===== src/rtl/core_pkg.sv =====
// Core-wide widths shared by the writeback path.
package core_pkg;
    parameter int unsigned XLEN = 32;
    typedef logic [5:0] preg_tag_t;
endpackage


===== src/rtl/wb_arbiter.sv =====
// Writeback arbiter: per-source result FIFOs feeding two PRF write ports, round-robin.
// Optional same-tag deferral counter enabled by defining WB_ARB_PERF_EN.
module wb_arbiter #(
    parameter int unsigned XLEN       = core_pkg::XLEN,
    parameter int unsigned NUM_SRC    = 4,
    parameter int unsigned FIFO_DEPTH = 2
) (
    input  logic                clk,
    input  logic                reset,
    input  logic                flush,
    input  logic [NUM_SRC-1:0]  src_valid,
    output logic [NUM_SRC-1:0]  src_ready,
    input  core_pkg::preg_tag_t src_tag  [NUM_SRC],
    input  logic [XLEN-1:0]     src_data [NUM_SRC],
    output logic                wen0,
    output core_pkg::preg_tag_t wtag0,
    output logic [XLEN-1:0]     wdata0,
    output logic                wen1,
    output core_pkg::preg_tag_t wtag1,
    output logic [XLEN-1:0]     wdata1
`ifdef WB_ARB_PERF_EN
    ,
    output logic [31:0]         perf_conflict_cnt
`endif
);
    localparam int unsigned SW = (NUM_SRC > 1) ? $clog2(NUM_SRC) : 1;
    localparam int unsigned PW = $clog2(FIFO_DEPTH);
    localparam int unsigned CW = $clog2(FIFO_DEPTH + 1);
    typedef logic [SW-1:0] sidx_t;

    core_pkg::preg_tag_t tag_mem  [NUM_SRC][FIFO_DEPTH];
    logic [XLEN-1:0]     data_mem [NUM_SRC][FIFO_DEPTH];
    logic [PW-1:0]       head  [NUM_SRC];
    logic [PW-1:0]       tail  [NUM_SRC];
    logic [CW-1:0]       count [NUM_SRC];

    core_pkg::preg_tag_t head_tag  [NUM_SRC];
    logic [XLEN-1:0]     head_data [NUM_SRC];
    logic [NUM_SRC-1:0]  nonempty, enq, deq;
    sidx_t               rr_ptr, rr_next, scan_idx, last_idx, g0_idx, g1_idx;
    logic                g0, g1;
`ifdef WB_ARB_PERF_EN
    logic                conflict;
`endif

    always_comb begin
        for (int unsigned i = 0; i < NUM_SRC; i++) begin
            src_ready[i] = (count[i] != CW'(FIFO_DEPTH));
            nonempty[i]  = (count[i] != '0);
            enq[i]       = src_valid[i] & src_ready[i] & ~flush;
            head_tag[i]  = tag_mem[i][head[i]];
            head_data[i] = data_mem[i][head[i]];
        end
    end

    // Scan from rr_ptr; port 1 skips any head whose tag collides with port 0.
    always_comb begin
        g0       = 1'b0;
        g1       = 1'b0;
        g0_idx   = '0;
        g1_idx   = '0;
        scan_idx = '0;
`ifdef WB_ARB_PERF_EN
        conflict = 1'b0;
`endif
        for (int unsigned k = 0; k < NUM_SRC; k++) begin
            scan_idx = sidx_t'((32'(rr_ptr) + k) % NUM_SRC);
            if (!flush && nonempty[scan_idx]) begin
                if (!g0) begin
                    g0     = 1'b1;
                    g0_idx = scan_idx;
                end else if (!g1) begin
                    if (head_tag[scan_idx] != head_tag[g0_idx]) begin
                        g1     = 1'b1;
                        g1_idx = scan_idx;
                    end else begin
`ifdef WB_ARB_PERF_EN
                        conflict = 1'b1;
`endif
                    end
                end
            end
        end
        last_idx = g1 ? g1_idx : g0_idx;
        rr_next  = rr_ptr;
        if (g0) begin
            rr_next = (last_idx == sidx_t'(NUM_SRC - 1)) ? '0 : last_idx + 1'b1;
        end
        for (int unsigned i = 0; i < NUM_SRC; i++) begin
            deq[i] = (g0 && g0_idx == sidx_t'(i)) || (g1 && g1_idx == sidx_t'(i));
        end
    end

    always_ff @(posedge clk) begin
        for (int unsigned i = 0; i < NUM_SRC; i++) begin
            if (enq[i]) begin
                tag_mem[i][tail[i]]  <= src_tag[i];
                data_mem[i][tail[i]] <= src_data[i];
            end
        end
    end

    always_ff @(posedge clk) begin
        if (reset || flush) begin
            rr_ptr <= '0;
            wen0   <= 1'b0;
            wtag0  <= '0;
            wdata0 <= '0;
            wen1   <= 1'b0;
            wtag1  <= '0;
            wdata1 <= '0;
            for (int unsigned i = 0; i < NUM_SRC; i++) begin
                head[i]  <= '0;
                tail[i]  <= '0;
                count[i] <= '0;
            end
        end else begin
            rr_ptr <= rr_next;
            wen0   <= g0;
            wtag0  <= g0 ? head_tag[g0_idx]  : '0;
            wdata0 <= g0 ? head_data[g0_idx] : '0;
            wen1   <= g1;
            wtag1  <= g1 ? head_tag[g1_idx]  : '0;
            wdata1 <= g1 ? head_data[g1_idx] : '0;
            for (int unsigned i = 0; i < NUM_SRC; i++) begin
                if (enq[i]) tail[i] <= tail[i] + 1'b1;
                if (deq[i]) head[i] <= head[i] + 1'b1;
                case ({enq[i], deq[i]})
                    2'b10:   count[i] <= count[i] + 1'b1;
                    2'b01:   count[i] <= count[i] - 1'b1;
                    default: count[i] <= count[i];
                endcase
            end
        end
    end

`ifdef WB_ARB_PERF_EN
    // Cleared by reset only; flush leaves the statistic intact.
    always_ff @(posedge clk) begin
        if (reset) begin
            perf_conflict_cnt <= '0;
        end else if (conflict && perf_conflict_cnt != '1) begin
            perf_conflict_cnt <= perf_conflict_cnt + 1'b1;
        end
    end
`endif

endmodule


===== config.mk =====
export PLATFORM = sky130hd
export DESIGN_NAME = wb_arbiter
export DESIGN_NICKNAME = d
export VERILOG_FILES = /design/src/rtl/core_pkg.sv /design/src/rtl/wb_arbiter.sv
export SDC_FILE = /design/constraint.sdc
export NUM_CORES = 1
export LEC_CHECK = 0
export CAP_MARGIN = 25
export CORE_UTILIZATION = 50
export DETAILED_ROUTE_END_ITERATION = 10
export GPL_ROUTABILITY_DRIVEN = 0
export GPL_TIMING_DRIVEN = 0
export PLACE_DENSITY = 0.72
export REMOVE_ABC_BUFFERS = 1
export SLEW_MARGIN = 40
export SYNTH_ARGS = -nofsm -noshare
export SYNTH_HDL_FRONTEND = slang
export SYNTH_SLANG_ARGS = --single-unit

===== constraint.sdc =====
create_clock -name clk -period 5.6 [get_ports clk]
set_input_delay 1.12 -clock clk [delete_from_list [all_inputs] [get_ports clk]]
set_output_delay 1.12 -clock clk [all_outputs]
set_load 0.05 [all_outputs]

==> impl_metrics.tcl, run 1 <==
set metrics [dict create \
    ys_ff_latch 400 \
    ios 241 \
    rows 69 \
    finalHoldViolCount 0 \
    die_y_um 192 \
    area_growth_syn_to_layout_pct 29.3 \
    yosysUniqueCellTypes 65 \
    ir_drop_uv 340 \
    final_cell_mix "320 x edfxtp_1, 239 x clkdlybuf4s50_1, 161 x mux2_2, 155 x mux2i_1, 78 x dfxtp_1" \
    gr-total-overflow 0 \
    avgSynthCellArea_um2 15.0 \
    worstSetupStartpoint "rr_ptr[0]" \
    async_reset_ff_frac 0 \
    post-dp-hpwl_um 33000 \
    coreArea_um2 35600 \
    hold_buffers 0 \
    worst_pin_slew_ns 0.814 \
    cts_sinks 400 \
    synth_ff_type "edfxtp_1" \
    wl_per_cell_um 23.9 \
    grt_setup_unrepaired "no" \
    crit_fanout 21 \
    drive_gt1_frac 0.254 \
    place_ws_ns -2.37 \
    dr.pass1.iters 5 \
    vias_per_cell 5.85 \
    synth_edf_count 320 \
    cts_tree "yes" \
    slowest_stage "mux4_2" \
    seqCellArea_um2 11200 \
    start_util 0.508 \
    syn_inst 1209 \
    clkLatencyLatePin_ns 0.54 \
    finalWirelength_um 47500 \
    r2r_setup_slack_ns 0.22 \
    syn_area_um2 18100 \
    cts_made_buffers 43 \
    yosysSeqAreaShare 0.620 \
    critical_path.cell_chain "buf_8, or3b_1, o21ai_2, o21ai_2, ha_4, inv_4, a21oi_4, a221oi_4, buf_4, mux4_2, xor2_1, nor4_2, a21o_2, buf_4, o31ai_4, buf_4, a21oi_1, inv_1, ha_1, xor2_1, xnor2_1, nor2_1" \
    required_ns 5.88 \
    htree_levels 2 \
    final_common_cell "edfxtp_1" \
    cap_violations 0 \
    drc 0 \
    path_class "flop to flop" \
    worst-r2r-cell-count 22 \
    slew_headroom 0.457 \
    setup_tns_ns 0 \
    critPathMostFrequentCell "buf_4" \
    dp.cells 1896 \
    antenna_left 0 \
    cpPeakStageDelay_ns 0.51 \
    timing.fmax_ghz 0.186 \
    leakagePower_nw 7.88 \
    grt_pass1_vias 11800 \
    status "complete, no violations" \
    multi_input_area_um2 6690 \
    cp_data_arrival_time_ns 5.66 \
    hp-class "flop to flop" \
    grt_start_max_net_pins 45 \
    power_density_nw_per_um2 549 \
    grt_pass1_wl_um 70100 \
    timing.critical_path.to "count[2][1]" \
    synth_warnings 0 \
    n_fill_cell 2579 \
    grt_use_total 0.257 \
    die_w_um 192 \
    drtIter0Drc 841 \
    fin_area_um2 23400 \
    antenna_found_initial 10 \
    cts_buffer_depth 3 \
    port_buffers 240 \
    finalMaxSlewViolations 0 \
    postLayoutSetupSlackWorst_ns 0.218 \
    path_clk_slew_ns 0.06 \
    die_area_um2 36900 \
    layout_min_cycle_time_ns 5.38 \
    hold_depth 1 \
    start_kind "flop" \
    setup_viol 0 \
    rr_startpoint "rr_ptr[0]" \
    nNetsFinal 1660 \
    placed_area_um2 21800 \
    root_buffer "clkbuf_16" \
    fin_skew_ns 0.0166 \
    period_share 0.961 \
    vias 11600 \
    r2r-end "count[2][1]" \
    end_kind "flop" \
    instances_no_fill 1989 \
]
-- area by class of cell --
class / instances / area share
diodes: 1 / 0.000107
clock buffers: 56 / 0.0520
clock inverters: 24 / 0.00819
inverters: 18 / 0.00310
multi-input cells: 718 / 0.286
flip-flops and latches: 400 / 0.480
well taps: 461 / 0.0247
repair buffers: 311 / 0.146
-- logic make-up (layout without fill, tap and decap cells) --
group | count (synthesis) | count (layout) | share of synthesized area
compound gates | 153 | 154 | 0.0642
xor+xnor | 27 | 27 | 0.0131
mux | 352 | 352 | 0.230
simple gates | 176 | 176 | 0.0443
flops | 400 | 400 | 0.620
buf+inv | 92 | 409 | 0.0224
fa+ha+maj | 9 | 9 | 0.00623
other cells | 0 | 1 | 0
-- report_power, final --
group,switching (W),leakage (nW),internal (W),total [W]
Sequential,0.000197,3.62,0.00361,0.00380
Combinational,0.00354,3.57,0.00271,0.00625
Clock,0.00115,0.698,0.00163,0.00278
Total,0.00488,7.88,0.00795,0.0128
-- critical path, delay by kind of cell (launching register included) --
kind,cells,cell delay (ns)
buffers and inverters,6,1.06
flip-flops,1,0.47
XOR/XNOR,3,0.52
adder cells (fa/ha/maj),2,0.42
AO/OA/AOI/OAI,7,1.22
AND/OR/NAND/NOR,3,0.89
multiplexers,1,0.51
-- sequential cells by signal, indices dropped and copies added (netlist names) --
register,count
data_mem,256
tag_mem,48
wdata0,32
wdata1,32
count,8
wtag0,6
wtag1,6
head,4
tail,4
rr_ptr,2
wen0,1
wen1,1
-- synthesized netlist by cell type, types with 9 or more instances --
cell type    n  area (um^2)
edfxtp_1   320         9610
mux2_2     161         1810
mux2i_1    156         1560
dfxtp_1     80         1600
nor2_1      63          236
nand2_1     53          199
clkbuf_1    38          143
mux4_2      34          766
o22ai_1     33          206
buf_2       20          100
a21oi_1     19         95.1
nor3_1      18         90.1
xor2_1      16          140
o211ai_1    15          113
inv_1       14         52.6
o21ai_0     12         60.1
a211oi_1    11         82.6
nand3_1     11         55.1
o21a_1      11         82.6
o311ai_0    11         96.3
xnor2_1     11         96.3
ha_1         9          113
-- layer usage --
metal	routed length, um	up-vias	GRT usage	share of wire
met3	3820	89	0.0724	0.081
met1	19600	5829	0.334	0.41
met4	1070	16	0.0727	0.023
li1	-	5269	-	-
met5	106	-	0	0.0022
met2	22800	441	0.421	0.48
-- timing repair --
item,CTS,global route
endpoints found under the setup margin,62,44
gates resized for setup,16,11
cloned,1,0
buffers inserted,7,4
pin swaps,5,2
endpoints found under the hold margin,0,0
-- worst min-delay path by stage --
| stage | start | end | slack, ns |
|---|---|---|---|
| 2_1_floorplan | count[3][0] | count[3][0] | 0.54 |
| 3_3_place_gp | count[3][0] | count[3][0] | 0.55 |
| 3_5_place_dp | count[3][0] | count[3][0] | 0.58 |
| 4_1_cts | count[3][0] | count[3][0] | 0.59 |
| 5_1_grt | count[3][0] | count[3][0] | 0.61 |
| 6_report | count[3][0] | count[3][0] | 0.58 |
-- per-stage QoR --
stage / utilization / hold WS (ns) / total power [W]
2_1_floorplan: - / 0.540 / 0.00809
3_3_place_gp: 0.583 / 0.555 / 0.00949
4_1_cts: 0.655 / 0.589 / 0.0128
3_5_place_dp: 0.612 / 0.581 / 0.00986
5_1_grt: 0.657 / 0.611 / 0.0134
6_report: 0.657 / 0.583 / 0.0128
Note: power is estimated with default switching activity, not from simulation.
==> run 2, diff against run 1 <==
--- a/config.mk
+++ b/config.mk
@@ -5,7 +5,7 @@
 export SDC_FILE = /design/constraint.sdc
 export NUM_CORES = 1
 export LEC_CHECK = 0
-export CAP_MARGIN = 25
+export CAP_MARGIN = 20
 export CORE_UTILIZATION = 50
 export DETAILED_ROUTE_END_ITERATION = 10
 export GPL_ROUTABILITY_DRIVEN = 0
==> results of run 2 <==
Final layout, timing and power as in run 1 (identical DEF).
